File: src/rtl/vga_pkg.sv
// Shared definitions for the VGA line-fetch controller: display defaults,
// line-buffer address widths and the fetch FSM state encoding.
package vga_pkg;

  localparam int H_DISP_DEF = 640;
  localparam int V_DISP_DEF = 480;

  localparam int BUF_IDX_W = 10;
  localparam int BUF_AW    = BUF_IDX_W + 1;

  typedef enum logic [1:0] {
    ST_IDLE  = 2'd0,
    ST_REQ   = 2'd1,
    ST_BURST = 2'd2,
    ST_NEXT  = 2'd3
  } fetch_state_e;

  // Line fetched at the end of row ypos; the last visible row wraps to line 0.
  function automatic logic [9:0] next_line(input logic [9:0] ypos, input int v_disp);
    if (ypos == 10'(v_disp - 1)) begin
      return 10'd0;
    end
    return ypos + 10'd1;
  endfunction

endpackage

File: src/rtl/vga_line_fetch_ctrl_if.sv
// Burst-read bus between the line-fetch controller (master) and the
// memory arbiter (slave).
interface vga_line_fetch_ctrl_if #(
  parameter int AW = 24
) ();

  logic          rd_req;
  logic [AW-1:0] rd_addr;
  logic [7:0]    rd_len;
  logic          rd_grant;
  logic          rd_valid;
  logic [23:0]   rd_data;

  modport master (
    output rd_req, rd_addr, rd_len,
    input  rd_grant, rd_valid, rd_data
  );

  modport slave (
    input  rd_req, rd_addr, rd_len,
    output rd_grant, rd_valid, rd_data
  );

endinterface

File: src/rtl/vga_fetch_addr_gen.sv
// Burst start-address generator: a line-base accumulator stepped once per
// end-of-line event plus a burst-offset accumulator, so no multiplier is needed.
module vga_fetch_addr_gen
  import vga_pkg::*;
#(
  parameter int AW        = 24,
  parameter int H_DISP    = H_DISP_DEF,
  parameter int BURST_LEN = 64
) (
  input  logic          vga_clk,
  input  logic          sys_rst_n,
  input  logic          line_step_i,
  input  logic          line_wrap_i,
  input  logic [AW-1:0] frame_base_i,
  input  logic          fetch_start_i,
  input  logic          burst_next_i,
  output logic [AW-1:0] rd_addr_o
);

  logic [AW-1:0] line_base_q, line_base_d;
  logic [AW-1:0] rd_addr_q, rd_addr_d;

  // The base steps on every end-of-line, even a dropped one, so it keeps tracking the raster.
  always_comb begin
    line_base_d = line_base_q;
    if (line_step_i) begin
      line_base_d = line_wrap_i ? frame_base_i : line_base_q + AW'(H_DISP);
    end
  end

  always_comb begin
    rd_addr_d = rd_addr_q;
    if (fetch_start_i) begin
      rd_addr_d = line_base_d;
    end else if (burst_next_i) begin
      rd_addr_d = rd_addr_q + AW'(BURST_LEN);
    end
  end

  always_ff @(posedge vga_clk) begin
    if (!sys_rst_n) begin
      line_base_q <= '0;
      rd_addr_q   <= '0;
    end else begin
      line_base_q <= line_base_d;
      rd_addr_q   <= rd_addr_d;
    end
  end

  assign rd_addr_o = rd_addr_q;

endmodule

File: src/rtl/vga_line_fetch_ctrl.sv
// Prefetches the next VGA line in bursts into one bank of a ping-pong line buffer.
// Define VGA_FETCH_UNDERRUN_EN to build the sticky late-trigger (underrun) flag.
module vga_line_fetch_ctrl
  import vga_pkg::*;
#(
  parameter int H_DISP    = H_DISP_DEF,
  parameter int V_DISP    = V_DISP_DEF,
  parameter int BURST_LEN = 64,
  parameter int AW        = 24
) (
  input  logic                  vga_clk,
  input  logic                  sys_rst_n,
  input  logic [9:0]            pixel_xpos,
  input  logic [9:0]            pixel_ypos,
  input  logic [AW-1:0]         frame_base,
  vga_line_fetch_ctrl_if.master mem,
  output logic                  buf_wr_en,
  output logic [BUF_AW-1:0]     buf_wr_addr,
  output logic [23:0]           buf_wr_data,
  output logic                  buf_rd_bank,
  output logic                  fetch_busy,
  output logic                  underrun,
  input  logic                  underrun_clr
);

  localparam int NUM_BURSTS = H_DISP / BURST_LEN;

  fetch_state_e         state_q, state_d;
  logic                 preload_q;
  logic [7:0]           beat_q, beat_d;
  logic [BUF_IDX_W-1:0] burst_q, burst_d;
  logic [BUF_IDX_W-1:0] idx_q, idx_d;
  logic                 bank_q, bank_d;
  logic                 wr_en_q, wr_en_d;
  logic [BUF_AW-1:0]    wr_addr_q, wr_addr_d;
  logic [23:0]          wr_data_q, wr_data_d;
  logic                 rd_bank_q;
  logic [AW-1:0]        rd_addr;

  logic       trigger, busy, start, beat, last_beat, last_burst;
  logic [9:0] target_line;

  assign trigger     = (pixel_xpos == 10'(H_DISP - 1)) && (pixel_ypos < 10'(V_DISP));
  assign busy        = (state_q != ST_IDLE);
  assign start       = !busy && (trigger || preload_q);
  assign target_line = preload_q ? 10'd0 : next_line(pixel_ypos, V_DISP);
  assign beat        = (state_q == ST_BURST) && mem.rd_valid;
  assign last_beat   = (beat_q == 8'(BURST_LEN - 1));
  assign last_burst  = (burst_q == BUF_IDX_W'(NUM_BURSTS - 1));

  // Starting only from IDLE also drops a trigger that lands on the NEXT->IDLE cycle.
  always_comb begin
    state_d = state_q;
    unique case (state_q)
      ST_IDLE:  if (start) state_d = ST_REQ;
      ST_REQ:   if (mem.rd_grant) state_d = ST_BURST;
      ST_BURST: if (beat && last_beat) state_d = ST_NEXT;
      ST_NEXT:  state_d = last_burst ? ST_IDLE : ST_REQ;
      default:  state_d = ST_IDLE;
    endcase
  end

  always_comb begin
    beat_d    = beat_q;
    burst_d   = burst_q;
    idx_d     = idx_q;
    bank_d    = bank_q;
    wr_en_d   = beat;
    wr_addr_d = wr_addr_q;
    wr_data_d = wr_data_q;
    if (start) begin
      beat_d  = '0;
      burst_d = '0;
      idx_d   = '0;
      bank_d  = target_line[0];
    end
    if (beat) begin
      beat_d    = last_beat ? 8'd0 : beat_q + 8'd1;
      idx_d     = idx_q + BUF_IDX_W'(1);
      wr_addr_d = {bank_q, idx_q};
      wr_data_d = mem.rd_data;
    end
    if (state_q == ST_NEXT) begin
      burst_d = burst_q + BUF_IDX_W'(1);
    end
  end

  always_ff @(posedge vga_clk) begin
    if (!sys_rst_n) begin
      state_q   <= ST_IDLE;
      preload_q <= 1'b1;
      beat_q    <= '0;
      burst_q   <= '0;
      idx_q     <= '0;
      bank_q    <= 1'b0;
      wr_en_q   <= 1'b0;
      wr_addr_q <= '0;
      wr_data_q <= '0;
      rd_bank_q <= 1'b0;
    end else begin
      state_q   <= state_d;
      preload_q <= 1'b0;
      beat_q    <= beat_d;
      burst_q   <= burst_d;
      idx_q     <= idx_d;
      bank_q    <= bank_d;
      wr_en_q   <= wr_en_d;
      wr_addr_q <= wr_addr_d;
      wr_data_q <= wr_data_d;
      rd_bank_q <= pixel_ypos[0];
    end
  end

  vga_fetch_addr_gen #(
    .AW        (AW),
    .H_DISP    (H_DISP),
    .BURST_LEN (BURST_LEN)
  ) u_addr_gen (
    .vga_clk       (vga_clk),
    .sys_rst_n     (sys_rst_n),
    .line_step_i   (trigger || preload_q),
    .line_wrap_i   (target_line == 10'd0),
    .frame_base_i  (frame_base),
    .fetch_start_i (start),
    .burst_next_i  (state_q == ST_NEXT),
    .rd_addr_o     (rd_addr)
  );

`ifdef VGA_FETCH_UNDERRUN_EN
  logic underrun_q;

  // A new trigger beats a simultaneous clear.
  always_ff @(posedge vga_clk) begin
    if (!sys_rst_n) begin
      underrun_q <= 1'b0;
    end else if (trigger && busy) begin
      underrun_q <= 1'b1;
    end else if (underrun_clr) begin
      underrun_q <= 1'b0;
    end
  end

  assign underrun = underrun_q;
`else
  logic unused_clr;
  assign unused_clr = underrun_clr;
  assign underrun   = 1'b0;
`endif

  assign mem.rd_req   = (state_q == ST_REQ);
  assign mem.rd_addr  = rd_addr;
  assign mem.rd_len   = 8'(BURST_LEN);
  assign buf_wr_en    = wr_en_q;
  assign buf_wr_addr  = wr_addr_q;
  assign buf_wr_data  = wr_data_q;
  assign buf_rd_bank  = rd_bank_q;
  assign fetch_busy   = busy;

endmodule

File: src/flat_wrapper.sv
// flat-port wrapper written by rule: the top's interface ports become plain ports
module vga_line_fetch_ctrl_flat import vga_pkg::*;
#(
  parameter int H_DISP    = H_DISP_DEF,
  parameter int V_DISP    = V_DISP_DEF,
  parameter int BURST_LEN = 64,
  parameter int AW        = 24
)
  (vga_clk, sys_rst_n, pixel_xpos, pixel_ypos, frame_base, buf_wr_en, buf_wr_addr, buf_wr_data, buf_rd_bank, fetch_busy, underrun, underrun_clr, mem_rd_req, mem_rd_addr, mem_rd_len, mem_rd_grant, mem_rd_valid, mem_rd_data);
  vga_line_fetch_ctrl_if #(.AW(AW)) mem_i ();
  input  logic vga_clk;
  input  logic sys_rst_n;
  input  logic [9:0] pixel_xpos;
  input  logic [9:0] pixel_ypos;
  input  logic [AW-1:0] frame_base;
  output logic buf_wr_en;
  output logic [BUF_AW-1:0] buf_wr_addr;
  output logic [23:0] buf_wr_data;
  output logic buf_rd_bank;
  output logic fetch_busy;
  output logic underrun;
  input  logic underrun_clr;
  output wire logic [$bits(mem_i.rd_req)-1:0] mem_rd_req;
  output wire logic [$bits(mem_i.rd_addr)-1:0] mem_rd_addr;
  output wire logic [$bits(mem_i.rd_len)-1:0] mem_rd_len;
  input wire logic [$bits(mem_i.rd_grant)-1:0] mem_rd_grant;
  input wire logic [$bits(mem_i.rd_valid)-1:0] mem_rd_valid;
  input wire logic [$bits(mem_i.rd_data)-1:0] mem_rd_data;
  assign mem_rd_req = mem_i.rd_req;
  assign mem_rd_addr = mem_i.rd_addr;
  assign mem_rd_len = mem_i.rd_len;
  assign mem_i.rd_grant = mem_rd_grant;
  assign mem_i.rd_valid = mem_rd_valid;
  assign mem_i.rd_data = mem_rd_data;
  vga_line_fetch_ctrl #(.H_DISP(H_DISP), .V_DISP(V_DISP), .BURST_LEN(BURST_LEN), .AW(AW)) u_core (.vga_clk(vga_clk), .sys_rst_n(sys_rst_n), .pixel_xpos(pixel_xpos), .pixel_ypos(pixel_ypos), .frame_base(frame_base), .mem(mem_i), .buf_wr_en(buf_wr_en), .buf_wr_addr(buf_wr_addr), .buf_wr_data(buf_wr_data), .buf_rd_bank(buf_rd_bank), .fetch_busy(fetch_busy), .underrun(underrun), .underrun_clr(underrun_clr));
endmodule
File: config.mk
export PLATFORM = sky130hd
export DESIGN_NAME = vga_line_fetch_ctrl_flat
export DESIGN_NICKNAME = d
export VERILOG_FILES = /design/src/rtl/vga_pkg.sv /design/src/rtl/vga_line_fetch_ctrl_if.sv /design/src/rtl/vga_fetch_addr_gen.sv /design/src/rtl/vga_line_fetch_ctrl.sv /design/src/flat_wrapper.sv
export SDC_FILE = /design/constraint.sdc
export NUM_CORES = 1
export LEC_CHECK = 0
export CAP_MARGIN = 20
export CORE_UTILIZATION = 49
export CTS_BUF_LIST = sky130_fd_sc_hd__clkbuf_16
export DETAILED_ROUTE_END_ITERATION = 10
export PLACE_DENSITY = 0.8
export SYNTH_ARGS = -nofsm -noshare
export SYNTH_HDL_FRONTEND = slang
export SYNTH_HIERARCHICAL = 1
export SYNTH_SLANG_ARGS = --single-unit
File: constraint.sdc
create_clock -name vga_clk -period 2.8 [get_ports vga_clk]
set_clock_uncertainty 0.1 [all_clocks]
set_input_delay 0.56 -clock vga_clk [delete_from_list [all_inputs] [get_ports vga_clk]]
set_output_delay 0.56 -clock vga_clk [all_outputs]
set_load 0.1 [all_outputs]
# Yosys cells after proc, flatten, opt, wreduce, memory -nomap -nowiden
# Cells that the tools add are included.
# op_classes
n_lt_le_gt_ge,1
reduce_logical,12
eq_ne,10
n_addsub,6
mux,20
# ops
operator,count
24-bit two-way mux,4
10-bit two-way mux,6
10-bit by 1-bit adder with 10-bit output (second input constant),3
24-bit by 10-bit adder with 24-bit output (second input constant),1
24-bit by 7-bit adder with 24-bit output (second input constant),1
8-bit two-way mux,3
10-bit equality test (second input constant),1
10-bit by 4-bit equality test with 1-bit output (second input constant),1
10-bit by 9-bit equality test with 1-bit output (second input constant),1
10-bit zero test,1
10-bit by 9-bit less-than comparator with 1-bit output (second input constant),1
8-bit by 1-bit adder with 8-bit output (second input constant),1
8-bit by 6-bit equality test with 1-bit output (second input constant),1
2-bit one-hot mux with 4 select lines,1
2-bit two-way mux,3
2-bit nonzero test,3
2-bit equality test (second input constant),2
1-bit logical AND,4
2-bit by 1-bit inequality test with 1-bit output (second input constant),2
1-bit two-way mux,3
3-bit AND reduction,1
2-bit by 1-bit equality test with 1-bit output (second input constant),1
2-bit zero test,1
2-bit inequality test (second input constant),1
2 further kinds,2
# totals
regBits,117
out_inout_bits,72
elab_cells,61

# Longest topological paths before layout
# Gate-level depths: netlist of the first run.
# logic_depth
ltp_word,8
depth_mapped,12
ltp_nobuf,10

# Cells and area by module
# Netlist of the first run, hierarchy kept.
# by_module_without_submodules
mod,cells_per_inst,area_per_inst_um2,instances,seq_area_each_um2
vga_line_fetch_ctrl,410,3180.6,1,1381.3
vga_fetch_addr_gen,299,2503.7,1,960.9

# Worst setup path after synthesis of the first run
# No wires, ideal clock.
# synth_timing
path_kind,reg2reg
startpoint,reg u_core.u_addr_gen.rd_addr_q[11] (netlist: u_core/u_addr_gen/rd_addr_o[11])
endpoint,reg u_core.u_addr_gen.rd_addr_q[21] (netlist: u_core/u_addr_gen/rd_addr_o[21])
path_stages_with_launch,6
path_slack_ps,189
setup_ps,120
arrival_ps,2391
path_cell_list,dfxtp_1 -> nand4_1 -> nor3_1 -> nand4_1 -> xnor2_1 -> a211o_1
# synth_via
elab_chain_cells,3
# synth_rtl
element,line,text
from (decl),vga_fetch_addr_gen.sv:21,"logic [AW-1:0] rd_addr_q, rd_addr_d;"
from (signal assigned),vga_fetch_addr_gen.sv:46,rd_addr_q <= rd_addr_d;
24-bit by 7-bit adder with 24-bit output,vga_fetch_addr_gen.sv:36,rd_addr_d = rd_addr_q + AW'(BURST_LEN);
24-bit two-way mux,vga_fetch_addr_gen.sv:35,end else if (burst_next_i) begin
24-bit two-way mux,vga_fetch_addr_gen.sv:33,if (fetch_start_i) begin
# Every way passes these cells. The select of a mux whose other input is x is not followed.
# A chain may end at the register's enable or synchronous reset.

# Worst setup path after layout of the first run
# layout_timing
startpoint,in pixel_ypos[0]
endpoint,reg u_core.u_addr_gen.rd_addr_q[19] (netlist: u_core/u_addr_gen/rd_addr_o[19])
# layout_via
elab_chain_cells,8
# layout_rtl
element,line,text
from (decl),flat_wrapper.sv:14,input logic [9:0] pixel_ypos;
branches (longest 8 deep; another with 10-bit by 1-bit adder with 10-bit output),n/a,
# Several ways; the timed one is not identified.

==> impl_summary.log, run 1 <==
INFO  metric max-vdd-ir-drop = 442 µV
INFO  metric met2_length = between 7000 and 8000 µm
INFO  metric first_pass_iters = 5
INFO  metric fp.dieH = roughly 110 µm
INFO  metric routedWlPerCell = ~16 µm
INFO  metric synth_warnings = 6
INFO  metric power.leakage = a little over 3 nW
INFO  metric number_of_fill_cells = 900
INFO  metric final-setup-viol-count = 0
INFO  metric yosysUniqueCellTypes = around 70
INFO  metric initial_utilization = about half
INFO  metric hold_path_end = u_core/buf_wr_addr[10]
INFO  metric finalHoldViolCount = 0
INFO  metric multiInputGateArea = a little over 3000 µm²
INFO  metric rows = 38
INFO  metric grt.total_usage = between 20% and 30%
INFO  metric synth_top_flop_cell = dfxtp_1
INFO  metric worst_slew_pin_slew = about 750 ps
INFO  metric h-tree-depth = 4
INFO  metric synth_enable_flop_cells = 0
INFO  metric detailed_place.area = around 7200 µm²
INFO  metric floorplan.die.width = 110 µm
INFO  metric cts_hold_repair.buffers = 0
INFO  metric drc = 0
INFO  metric fin_crit = ~2600 ps
INFO  metric rsz0062_at_grt = false
INFO  metric area.growth.synth_to_final = 36.9%
INFO  metric total_number_of_vias = roughly 6000
INFO  metric drv_cap = 0
INFO  metric avgSynthCellArea = between 8 and 9 µm²
INFO  metric ratio_of_cells_with_drive_above_1_in_the_final_layout = between 10% and 20%
INFO  metric cp_launch_point = pixel_ypos[0]
INFO  metric seqCellArea = 2340 µm²
INFO  metric final_nets = 950
INFO  metric maximum_number_of_pins_on_one_net_before_global_route_repair = 39
INFO  metric postSynth.asyncResetShare = 0%
INFO  metric worst_path_dominant_cell_family = buffers and inverters
INFO  metric die_area = 12000 µm²
INFO  metric detail_route.wirelength.met1 = around 6700 µm
INFO  metric synth_top_cell_area_share = about two fifths
INFO  metric synth.area.top_cells = dfxtp_1, nand2_1, a21oi_1
INFO  metric ioPinCount = ~150
INFO  metric path_cells = clkdlybuf4s50_1 > ha_1 > or3_1 > o21ai_0 > a41o_2 > buf_4 > buf_4 > o31ai_1 > o32ai_1
INFO  metric globalRoute.totalOverflow = 0
INFO  metric tritoncts_num_sinks = roughly 120
INFO  metric min-delay-start = u_core/bank_q
INFO  metric cts-root-buf = clkbuf_16
INFO  metric ys_seq_area_share = between 40% and 50%
INFO  metric worst_path_largest_cell_delay = about 430 ps
INFO  metric synth.ff_latch_count = about 120
INFO  metric ff2ff_path_depth = 6
INFO  metric cts_tree = built
INFO  metric worst_setup_path_end_kind = flop
INFO  metric routed-wl-met3 = 1170 µm
INFO  metric cts_buffers = 17
INFO  metric via_per_inst = roughly 5.8
INFO  metric path_max_fanout = 14
INFO  metric max_slew_margin = 49.5%
INFO  metric grt_first_pass_wirelength = roughly 26000 µm
INFO  metric totalWireLength = around 16000 µm
INFO  metric outcome = finished clean
INFO  metric first_global_vias = between 5000 and 6000
INFO  metric post_route_setup_tns = 0 ps
INFO  metric power.density = approximately 850 nW/µm²
INFO  metric worst_r2r_startpoint = u_core/state_q[0]
INFO  metric critical_path.reg2reg.endpoint = u_core/buf_wr_data[19]
INFO  metric synthDominantAreaCellType = dfxtp_1
INFO  metric worstPathBufferInverterCount = 3
INFO  metric gate_count_post_synth = about 700
INFO  metric mappedNetlistArea = 5680 µm²
INFO  metric data_arrival_critical_path = about 2800 ps
INFO  metric crit_required = about 3000 ps
INFO  metric gpl.final_weighted_congestion = 0.866
INFO  metric worst_skew_pair.late_latency = slightly above 400 ps
INFO  metric fin_area = between 7000 and 8000 µm²
INFO  metric worst_hold_path.num_cells = 2
INFO  metric clk_transition_reported_paths = 50 ps
INFO  metric antenna_violations_before_repair = 0
INFO  metric critical-path-top-cell-by-count = buf_4
INFO  metric clock.fmax = around 390 MHz
INFO  metric max_stage_delay_cell_worst_path = clkdlybuf4s50_1
INFO  metric timing.final.max_slew_violations = 0
INFO  metric first_iter_violations = roughly 530
INFO  metric cts_max_path_buffers = 2
INFO  metric io_buffers = about 130
INFO  metric final_antenna_net_count = 0
INFO  metric design.core.area = between 10000 and 15000 µm²
INFO  metric worst_hold_path_class = flop to flop
INFO  metric ant_diodes = 0
INFO  metric detailedPlacementHpwl = between 10000 and 15000 µm
INFO  metric reg2reg_setup_slack = 560 ps
INFO  metric path_class = input pin to flop
INFO  metric top_layer = met4
INFO  metric startpoint_type_of_the_worst_setup_path = input pin
INFO  metric finalCritPeriodShare = about nine tenths
## Yosys cell counts, types with 4 or more instances
master and number:
nand2_1 119, dfxtp_1 117, a21oi_1 72, nor2_1 53, o21ai_0 42, nand3_1 33
clkbuf_1 27, nand4_1 17, nor3_1 17, a31oi_1 16, inv_1 13, and3_1 12
ha_1 11, xnor2_1 10, buf_2 9, buf_4 9, a211oi_1 7, mux2i_1 7
o22ai_1 7, xor2_1 7, o21a_1 6, o22a_1 6, nor2b_1 5, nor4_1 5
o41ai_1 5, o31ai_1 4, or3_1 4
## power by group
group | internal (W) | switching [W] | leakage, nW
registers | 0.00184 | 0.000186 | 0.952
clock network | 0.00137 | 0.000719 | 0.276
logic | 0.000662 | 0.00183 | 1.81
total | 0.00387 | 0.00273 | 3.03
## per-layer routing
metal | global-route usage [%] | up-vias
met5 | 0 | -
met4 | 8.86 | 0
met3 | 7.59 | 33
met2 | 46.7 | 256
met1 | 32.1 | 2755
li1 | - | 2840
## layout make-up
type	instances	area share, %
sequential	117	30.1
multi-input combinational	536	39.7
clock buffer	17	5.47
timing repair buffer	178	19.9
clock inverter	13	1.82
tap	140	2.25
inverter	16	0.772
## worst max path at each step
| stage | endpoint | slack (ps) | cells after the start |
|---|---|---|---|
| 4_1_cts | u_core/u_addr_gen/rd_addr_o[19] | 210 | 9 |
| 2_1_floorplan | u_core/u_addr_gen/rd_addr_o[21] | 190 | 5 |
| 3_5_place_dp | u_core/u_addr_gen/rd_addr_o[19] | -170 | 9 |
| 6_report | u_core/u_addr_gen/rd_addr_o[19] | 230 | 9 |
| 3_3_place_gp | u_core/u_addr_gen/rd_addr_o[23] | -160 | 9 |
| 5_1_grt | u_core/u_addr_gen/rd_addr_o[13] | 60 | 10 |
## through the flow
step	power, W	setup slack, ps	utilization [%]	cells	hold WS, ps
4_1_cts	0.00663	211	70.3	1017	357
3_3_place_gp	0.00447	-163	65.1	987	342
5_1_grt	0.00686	59.9	70.3	1017	373
2_1_floorplan	0.00386	189	-	716	331
6_report	0.00661	225	70.3	1017	355
3_5_place_dp	0.00453	-172	65.1	987	350
## worst register-to-register path, delay by kind of cell, from the launching register on
kind | cells | cell delay [ps]
AO/OA/AOI/OAI | 1 | 170
buffers and inverters | 2 | 570
adder cells (fa/ha/maj) | 1 | 240
AND/OR/NAND/NOR | 2 | 690
flip-flops | 1 | 400
## cell families after synthesis
logic type      share of synthesized area, %
xor+xnor                                2.62
fa+ha+maj                               2.42
mux                                     1.63
other cells                            0.132
compound gates                          21.6
simple gates                            25.4
flops                                   41.2
buf+inv                                 4.95
## repair_timing
action,CTS,global route
resized for setup,0,1
setup buffers,0,0
hold endpoints to repair,0,0
setup endpoints to repair,0,1
## registers in the layout, summed over array words and instances, names as in the netlist
name and cells:
u_core/bank_q 1, u_core/buf_wr_en 1, u_core/buf_wr_data 24, u_core/buf_wr_addr 11
u_core/burst_q 10, u_core/idx_q 10, u_core/beat_q 8, u_core/u_addr_gen/line_base_q 24
u_core/preload_q 1, u_core/buf_rd_bank 1, u_core/state_q 2, u_core/u_addr_gen/rd_addr_o 24
## layout by cell type, fill, tap and decap left out, types with 17 or more instances in the layout
cell type,count
nand2_1,119
dfxtp_1,117
buf_4,104
a21oi_1,72
clkdlybuf4s50_1,71
nor2_1,53
o21ai_0,42
nand3_1,33
clkbuf_16,17
nand4_1,17
nor3_1,17
No activity file was read; power rests on OpenSTA's default activity.
==> run 2: changes to the inputs <==
--- a/config.mk
+++ b/config.mk
@@ -9,6 +9,7 @@
 export CORE_UTILIZATION = 49
 export CTS_BUF_LIST = sky130_fd_sc_hd__clkbuf_16
 export DETAILED_ROUTE_END_ITERATION = 10
+export GPL_TIMING_DRIVEN = 0
 export PLACE_DENSITY = 0.8
 export SYNTH_ARGS = -nofsm -noshare
 export SYNTH_HDL_FRONTEND = slang
==> run 2 against run 1 <==
Compared with the run above: sequential cell count stayed put; register-to-register slack better by 20 ps; wire length is 8.1% higher.
==> impl_summary.log, run 2 (synthesis results as in run 1) <==
INFO  metric outcome = finished clean
INFO  metric floorplan.die.width = 110 µm (unchanged)
INFO  metric cts_buffers = 17 (unchanged)
INFO  metric seqCellArea = 2340 µm² (unchanged)
INFO  metric first_global_vias = 5743 (+3.1%)
INFO  metric grt_first_pass_wirelength = 27300 µm (+7.2%)
INFO  metric max-vdd-ir-drop = 543 µV (+23%)
INFO  metric worst_hold_slack = 348 ps (-7.67 ps)
INFO  metric first_pass_iters = 5 (unchanged)
INFO  metric gpl.final_weighted_congestion = 0.907 (+4.8%)
INFO  metric area.growth.synth_to_final = 37.8%
INFO  metric cts_max_path_buffers = 2 (unchanged)
INFO  metric drc = 0 (unchanged)
INFO  metric globalRoute.totalOverflow = 0 (unchanged)
INFO  metric mostFrequentLayoutCells = clkdlybuf4s50_1, nand2_1, dfxtp_1
INFO  metric worst_slew_pin_slew = 1010 ps (+252 ps)
INFO  metric worst_path_largest_cell_delay = 470 ps (+40 ps)
INFO  metric ant_diodes = 0 (unchanged)
INFO  metric cts_tree = built
INFO  metric final_nets = 954 (+0.42%)
INFO  metric post-place-ws = -703 ps (-531 ps)
INFO  metric worst_hold_path_class = flop to flop
INFO  metric worst_skew_pair.late_latency = 400 ps (about the same)
INFO  metric multiInputGateArea = 3100 µm² (+0.32%)
INFO  metric final_antenna_net_count = 0 (unchanged)
INFO  metric ioPinCount = 145 (unchanged)
INFO  metric clk_transition_reported_paths = 50 ps (about the same)
INFO  metric drv_cap = 0 (unchanged)
INFO  metric critical-path-top-cell-by-count = nand4_1
INFO  metric startpoint_type_of_the_worst_setup_path = input pin
INFO  metric cts_hold_repair.buffers = 0 (unchanged)
INFO  metric initial_utilization = 51.3% (unchanged)
INFO  metric data_arrival_critical_path = 2960 ps (+190 ps)
INFO  metric via_per_inst = 5.88 (+1.6%)
INFO  metric fin_crit = 2740 ps (+166 ps)
INFO  metric number_of_fill_cells = 894 (-0.67%)
INFO  metric finalHoldViolCount = 0 (unchanged)
INFO  metric utilization = 70.7% (+0.45 points)
INFO  metric finalCritPeriodShare = 97.9% (+5.9 points)
INFO  metric maximum_number_of_pins_on_one_net_before_global_route_repair = 17 (-56%)
INFO  metric tritoncts_num_sinks = 117 (unchanged)
INFO  metric design.core.area = 11100 µm² (unchanged)
INFO  metric routedWlPerCell = 16.9 µm (+7.8%)
INFO  metric max_stage_delay_cell_worst_path = clkdlybuf4s50_1
INFO  metric path_cells = clkdlybuf4s50_1 > nand4_1 > o41ai_4 > buf_4 > nand3_4 > inv_2 > clkbuf_2 > buf_2 > nand4_1 > o21ai_0
INFO  metric die_area = 12000 µm² (unchanged)
INFO  metric fp.dieH = 110 µm (unchanged)
INFO  metric post_route_setup_tns = 0 ps (unchanged)
INFO  metric crit_required = 3010 ps (about the same)
INFO  metric max_slew_margin = 32.7% (-17 points)
INFO  metric path_class = input pin to flop
INFO  metric path_max_fanout = 10 (-4)
INFO  metric power.leakage = 2.90 nW (-4.4%)
INFO  metric clock.fmax = 365 MHz (-6.1%)
INFO  metric power.density = 839 nW/µm² (-1.1%)
INFO  metric h-tree-depth = 4 (unchanged)
INFO  metric mostFrequentLayoutCell = clkdlybuf4s50_1
INFO  metric ratio_of_cells_with_drive_above_1_in_the_final_layout = 8.52% (-9.6 points)
INFO  metric min_setup_slack_post_route = 59.4 ps (-166 ps)
INFO  metric antenna_violations_before_repair = 0 (unchanged)
INFO  metric detailedPlacementHpwl = 12500 µm (+9.8%)
INFO  metric total_number_of_vias = 5998 (+1.9%)
INFO  metric rows = 38 (unchanged)
INFO  metric timing.final.max_slew_violations = 0 (unchanged)
INFO  metric io_buffers = 134 (unchanged)
INFO  metric totalWireLength = 17300 µm (+8.1%)
INFO  metric worst_setup_path_end_kind = flop
INFO  metric first_iter_violations = 516 (-2.1%)
INFO  metric grt.total_usage = 29.4% (+2.4 points)
INFO  metric final-setup-viol-count = 0 (unchanged)
INFO  metric cts-root-buf = clkbuf_16
-- run 2: cell types whose count changed in the layout (fill, tap and decap cells not counted), moves of 2 or more --
cell	previous run	this run
clkbuf_2	0	4
inv_1	13	17
clkbuf_1	0	21
buf_4	104	13
dlymetal6s2s_1	0	4
clkinv_2	5	1
clkinvlp_4	2	0
clkdlybuf4s50_1	71	128
buf_12	3	1
buf_2	0	8
-- run 2: timing repair --
item                                    CTS  global route
resized for setup                        14            10
endpoints found under the setup margin   40            26
buffers inserted                          0             2
pin swaps                                 0             3
-- run 2: final cells by class --
| class | count | share of cell area, % |
|---|---|---|
| Multi-Input combinational cell | 536 | 39.5 |
| Tap cell | 140 | 2.24 |
| Clock inverter | 12 | 1.60 |
| Timing Repair Buffer | 136 | 17.5 |
| Inverter | 16 | 0.767 |
| Sequential cell | 117 | 29.9 |
| Buffer | 46 | 3.00 |
| Clock buffer | 17 | 5.43 |
-- run 2: worst paths after layout --
check / slack [ps] / to / depth (start not counted) / from
min: 350 / u_core/buf_wr_addr[10] / 2 / u_core/bank_q
max: 60 / u_core/u_addr_gen/rd_addr_o[20] / 10 / pixel_xpos[5]
max reg2reg: 580 / u_core/u_addr_gen/rd_addr_o[20] / 8 / u_core/state_q[0]
min reg2reg: 350 / u_core/buf_wr_addr[10] / 2 / u_core/bank_q
-- run 2: through the flow --
stage | total power, W | cell area, µm² | instances
3_5_place_dp | 0.00453 | 7230 | 990
4_1_cts | 0.00657 | 7790 | 1018
2_1_floorplan | 0.00386 | 5710 | 716
6_report | 0.00657 | 7830 | 1020
5_1_grt | 0.00680 | 7830 | 1020
3_3_place_gp | 0.00449 | 7230 | 990
-- run 2: metal layers --
| metal | track usage, % | wire [µm] | vias up |
|---|---|---|---|
| li1 | - | - | 2859 |
| met1 | 32.8 | 6900 | 2812 |
| met2 | 52.4 | 8660 | 287 |
| met3 | 7.59 | 1340 | 40 |
| met4 | 13.1 | 381 | 0 |
| met5 | 0 | 0 | - |
-- run 2: worst max-delay path, delay by kind of cell --
| family | cells | cell delay [ps] |
|---|---|---|
| buffers and inverters | 5 | 1400 |
| and+or+nand+nor | 3 | 450 |
| AOI/OAI and AO/OA | 2 | 530 |
-- run 2: report_power, final --
part	total (W)	internal [W]	switching, W	leakage [nW]
Clock	0.00203	0.00135	0.000682	0.283
Combinational	0.00252	0.000645	0.00187	1.67
Sequential	0.00202	0.00185	0.000178	0.952
Total	0.00657	0.00384	0.00273	2.90
==> run 3: changes to the inputs <==
--- a/config.mk
+++ b/config.mk
@@ -6,11 +6,11 @@
 export NUM_CORES = 1
 export LEC_CHECK = 0
 export CAP_MARGIN = 20
-export CORE_UTILIZATION = 49
+export CORE_UTILIZATION = 45
 export CTS_BUF_LIST = sky130_fd_sc_hd__clkbuf_16
 export DETAILED_ROUTE_END_ITERATION = 10
 export GPL_TIMING_DRIVEN = 0
-export PLACE_DENSITY = 0.8
+export PLACE_DENSITY = 0.74
 export SYNTH_ARGS = -nofsm -noshare
 export SYNTH_HDL_FRONTEND = slang
 export SYNTH_HIERARCHICAL = 1
==> run 3 against run 2 <==
Compared with the run above: the run now ends with negative setup slack left; critical path type unchanged; final cell count up 2.8%; largest cell class unchanged; highest routed layer unchanged; core utilization down 6.4 points; sequential power about the same; critical path depth is the same.
==> impl_summary.log, run 3 (synthesis results as in run 1) <==
INFO  metric cts_max_path_buffers = 2 (unchanged)
INFO  metric grt.total_usage = 26.6% (-2.8 points)
INFO  metric final_antenna_net_count = 0 (unchanged)
INFO  metric totalWireLength = 16900 µm (-2.5%)
INFO  metric number_of_fill_cells = 1057 (+18%)
INFO  metric post_route_setup_tns = -9.55 ps (-9.55 ps)
INFO  metric outcome = finished, violations left
INFO  metric worst_skew_pair.late_latency = 400 ps (about the same)
INFO  metric drv_cap = 0 (unchanged)
INFO  metric global_route.peak_usage_layer = met2
INFO  metric worst_slew_pin_slew = 1010 ps (-0.868 ps)
INFO  metric design.core.area = 12200 µm² (+9.8%)
INFO  metric first_global_vias = 5692 (-0.89%)
INFO  metric violations = negative setup slack
INFO  metric min_setup_slack_post_route = -9.55 ps (-68.9 ps)
INFO  metric clk_transition_reported_paths = 50 ps (about the same)
INFO  metric worstPathBufferInverterCount = 4 (-1)
INFO  metric mostFrequentLayoutCell = clkdlybuf4s50_1
INFO  metric rsz0062_at_grt = true
INFO  metric first_pass_iters = 6 (+1)
INFO  metric final_nets = 953 (-0.10%)
INFO  metric worst_path_largest_cell_delay = 400 ps (-70 ps)
INFO  metric mostFrequentLayoutCells = clkdlybuf4s50_1, nand2_1, dfxtp_1
INFO  metric area.growth.synth_to_final = 37.6%
INFO  metric ratio_of_cells_with_drive_above_1_in_the_final_layout = 8.74% (+0.22 points)
INFO  metric cts_tree = built
INFO  metric worst_path_dominant_cell_family = buffers and inverters
INFO  metric netSwitchingPower = 0.00271 W (-0.67%)
INFO  metric power.leakage = 2.85 nW (-1.7%)
INFO  metric finalNonFillerCells = 1049 (+2.8%)
INFO  metric max-vdd-ir-drop = 452 µV (-17%)
INFO  metric power.density = 815 nW/µm² (-2.8%)
INFO  metric met2_track_utilization_from_global_routing = 46.9% (-5.4 points)
INFO  metric final-setup-viol-count = 1 (+1)
INFO  metric h-tree-depth = 4 (unchanged)
INFO  metric finalCritPeriodShare = 100% (+2.5 points)
INFO  metric path_cells = clkdlybuf4s50_1 > nand4bb_1 > o41ai_4 > buf_4 > and2_2 > buf_2 > buf_2 > o21ai_0 > a2bb2oi_1 > a211oi_1
INFO  metric globalRoute.totalOverflow = 0 (unchanged)
INFO  metric power_report.internal_total = 0.00366 W (-4.6%)
INFO  metric p_comb_share = 39.2% (+0.9 points)
INFO  metric sw_frac_of_total = 42.5% (+0.99 points)
INFO  metric ant_diodes = 0 (unchanged)
INFO  metric crit_required = 2950 ps (-60 ps)
INFO  metric share_seq_of_total_power = 31.7% (+0.9 points)
INFO  metric path_class = input pin to flop
INFO  metric gpl.final_weighted_congestion = 0.937 (+3.3%)
INFO  metric floorplan.die.width = 114 µm (+4.3%)
INFO  metric max_stage_delay_cell_worst_path = clkdlybuf4s50_1
INFO  metric initial_utilization = 46.7% (-4.6 points)
INFO  metric startpoint_type_of_the_worst_setup_path = input pin
INFO  metric post-place-ws = -634 ps (+68.8 ps)
INFO  metric maximum_number_of_pins_on_one_net_before_global_route_repair = 17 (unchanged)
INFO  metric clock.fmax = 356 MHz (-2.5%)
INFO  metric use_met3 = 6.30% (-1.3 points)
INFO  metric drc = 0 (unchanged)
INFO  metric worst_hold_path_class = flop to flop
INFO  metric die_area = 13100 µm² (+8.7%)
INFO  metric routedWlPerCell = 16.1 µm (-5.2%)
INFO  metric fin_crit = 2810 ps (+68.9 ps)
INFO  metric tritoncts_num_sinks = 117 (unchanged)
INFO  metric rows = 40 (+5.3%)
INFO  metric ioPinCount = 145 (unchanged)
INFO  metric path_max_fanout = 10 (unchanged)
INFO  metric timing.final.max_slew_violations = 0 (unchanged)
INFO  metric detailedPlacementHpwl = 12300 µm (-1.3%)
INFO  metric first_iter_violations = 620 (+20%)
INFO  metric via_per_inst = 5.69 (-3.3%)
INFO  metric cts-root-buf = clkbuf_16
INFO  metric io_buffers = 134 (unchanged)
INFO  metric max_slew_margin = 32.7% (+0.058 points)
INFO  metric p_clk_share = 29.1% (-1.8 points)
INFO  metric data_arrival_critical_path = 2960 ps (about the same)
INFO  metric dp_cells = 1018 (+2.8%)
INFO  metric finalHoldViolCount = 0 (unchanged)
INFO  metric antenna_violations_before_repair = 0 (unchanged)
INFO  metric worst_setup_path_end_kind = flop
INFO  metric grt_first_pass_wirelength = 27400 µm (+0.10%)
INFO  metric fp.dieH = 114 µm (+4.3%)
INFO  metric cts_buffers = 17 (unchanged)
INFO  metric critical-path-top-cell-by-count = buf_2
INFO  metric total_number_of_vias = 5967 (-0.52%)
INFO  metric use_met1 = 30.5% (-2.3 points)
[run 3: cell types whose count changed in the layout (fill, tap and decap cells not counted), sizes merged]
| cell | before | now |
|---|---|---|
| clkdlybuf4s15 | 0 | 1 |
| clkdlybuf4s50 | 128 | 131 |
| dlymetal6s2s | 4 | 1 |
| bufinv | 3 | 1 |
| clkinv | 6 | 8 |
| inv | 19 | 21 |
| clkbuf | 43 | 41 |
[run 3: per-stage QoR]
step | util [%] | cell area, µm² | hold WS (ps) | power [W]
after floorplan | - | 5710 | 331 | 0.00386
after global placement | 59.7 | 7260 | 342 | 0.00449
after detailed placement | 59.7 | 7260 | 348 | 0.00453
after CTS | 63.9 | 7770 | 355 | 0.00639
after global routing | 64.3 | 7820 | 367 | 0.00666
final | 64.3 | 7820 | 355 | 0.00638
[run 3: layout make-up]
type | count | area, µm² | share of cell area [%]
flip-flops and latches | 117 | 2340 | 29.9
inverters | 16 | 60.1 | 0.768
well taps | 168 | 210 | 2.69
repair buffers | 136 | 1360 | 17.4
clock inverters | 14 | 82.6 | 1.06
clock buffers | 17 | 425 | 5.44
plain buffers | 45 | 231 | 2.96
multi-input cells | 536 | 3110 | 39.8
[run 3: worst reg2reg max path, delay by kind of cell, from the launching register on]
kind            cells  cell delay [ps]
buf+inv             4              780
simple gates        1              250
flops               1              380
compound gates      4              590
[run 3: power groups by stage]
stage | combinational [W] | clock [W] | sequential (W)
floorplan | 0.000908 | 0 | 0.00295
global placement | 0.00245 | 0 | 0.00204
detailed placement | 0.00248 | 0 | 0.00205
CTS | 0.00248 | 0.00189 | 0.00202
global route | 0.00263 | 0.00198 | 0.00205
finish | 0.00250 | 0.00186 | 0.00202
[run 3: routing by layer]
layer	routed length, µm	part of all wire [%]
met1	6800	40
met3	1270	7.5
met4	410	2.4
met2	8370	50
met5	0	0
[run 3: worst paths after layout]
check	start	to	depth (start not counted)	slack (ps)
worst max-delay path	pixel_xpos[7]	u_core/u_addr_gen/rd_addr_o[9]	10	-10
worst min register to register	u_core/bank_q	u_core/bank_q	2	350
worst max register to register	u_core/preload_q	u_core/u_addr_gen/rd_addr_o[9]	9	560
worst min-delay path	u_core/bank_q	u_core/bank_q	2	350
[run 3: what timing repair did]
item / CTS / global route
resized for setup: 11 / 13
pin swaps: 0 / 2
buffers inserted: 0 / 2
endpoints found under the setup margin: 39 / 27
hold buffers: 0 / 0
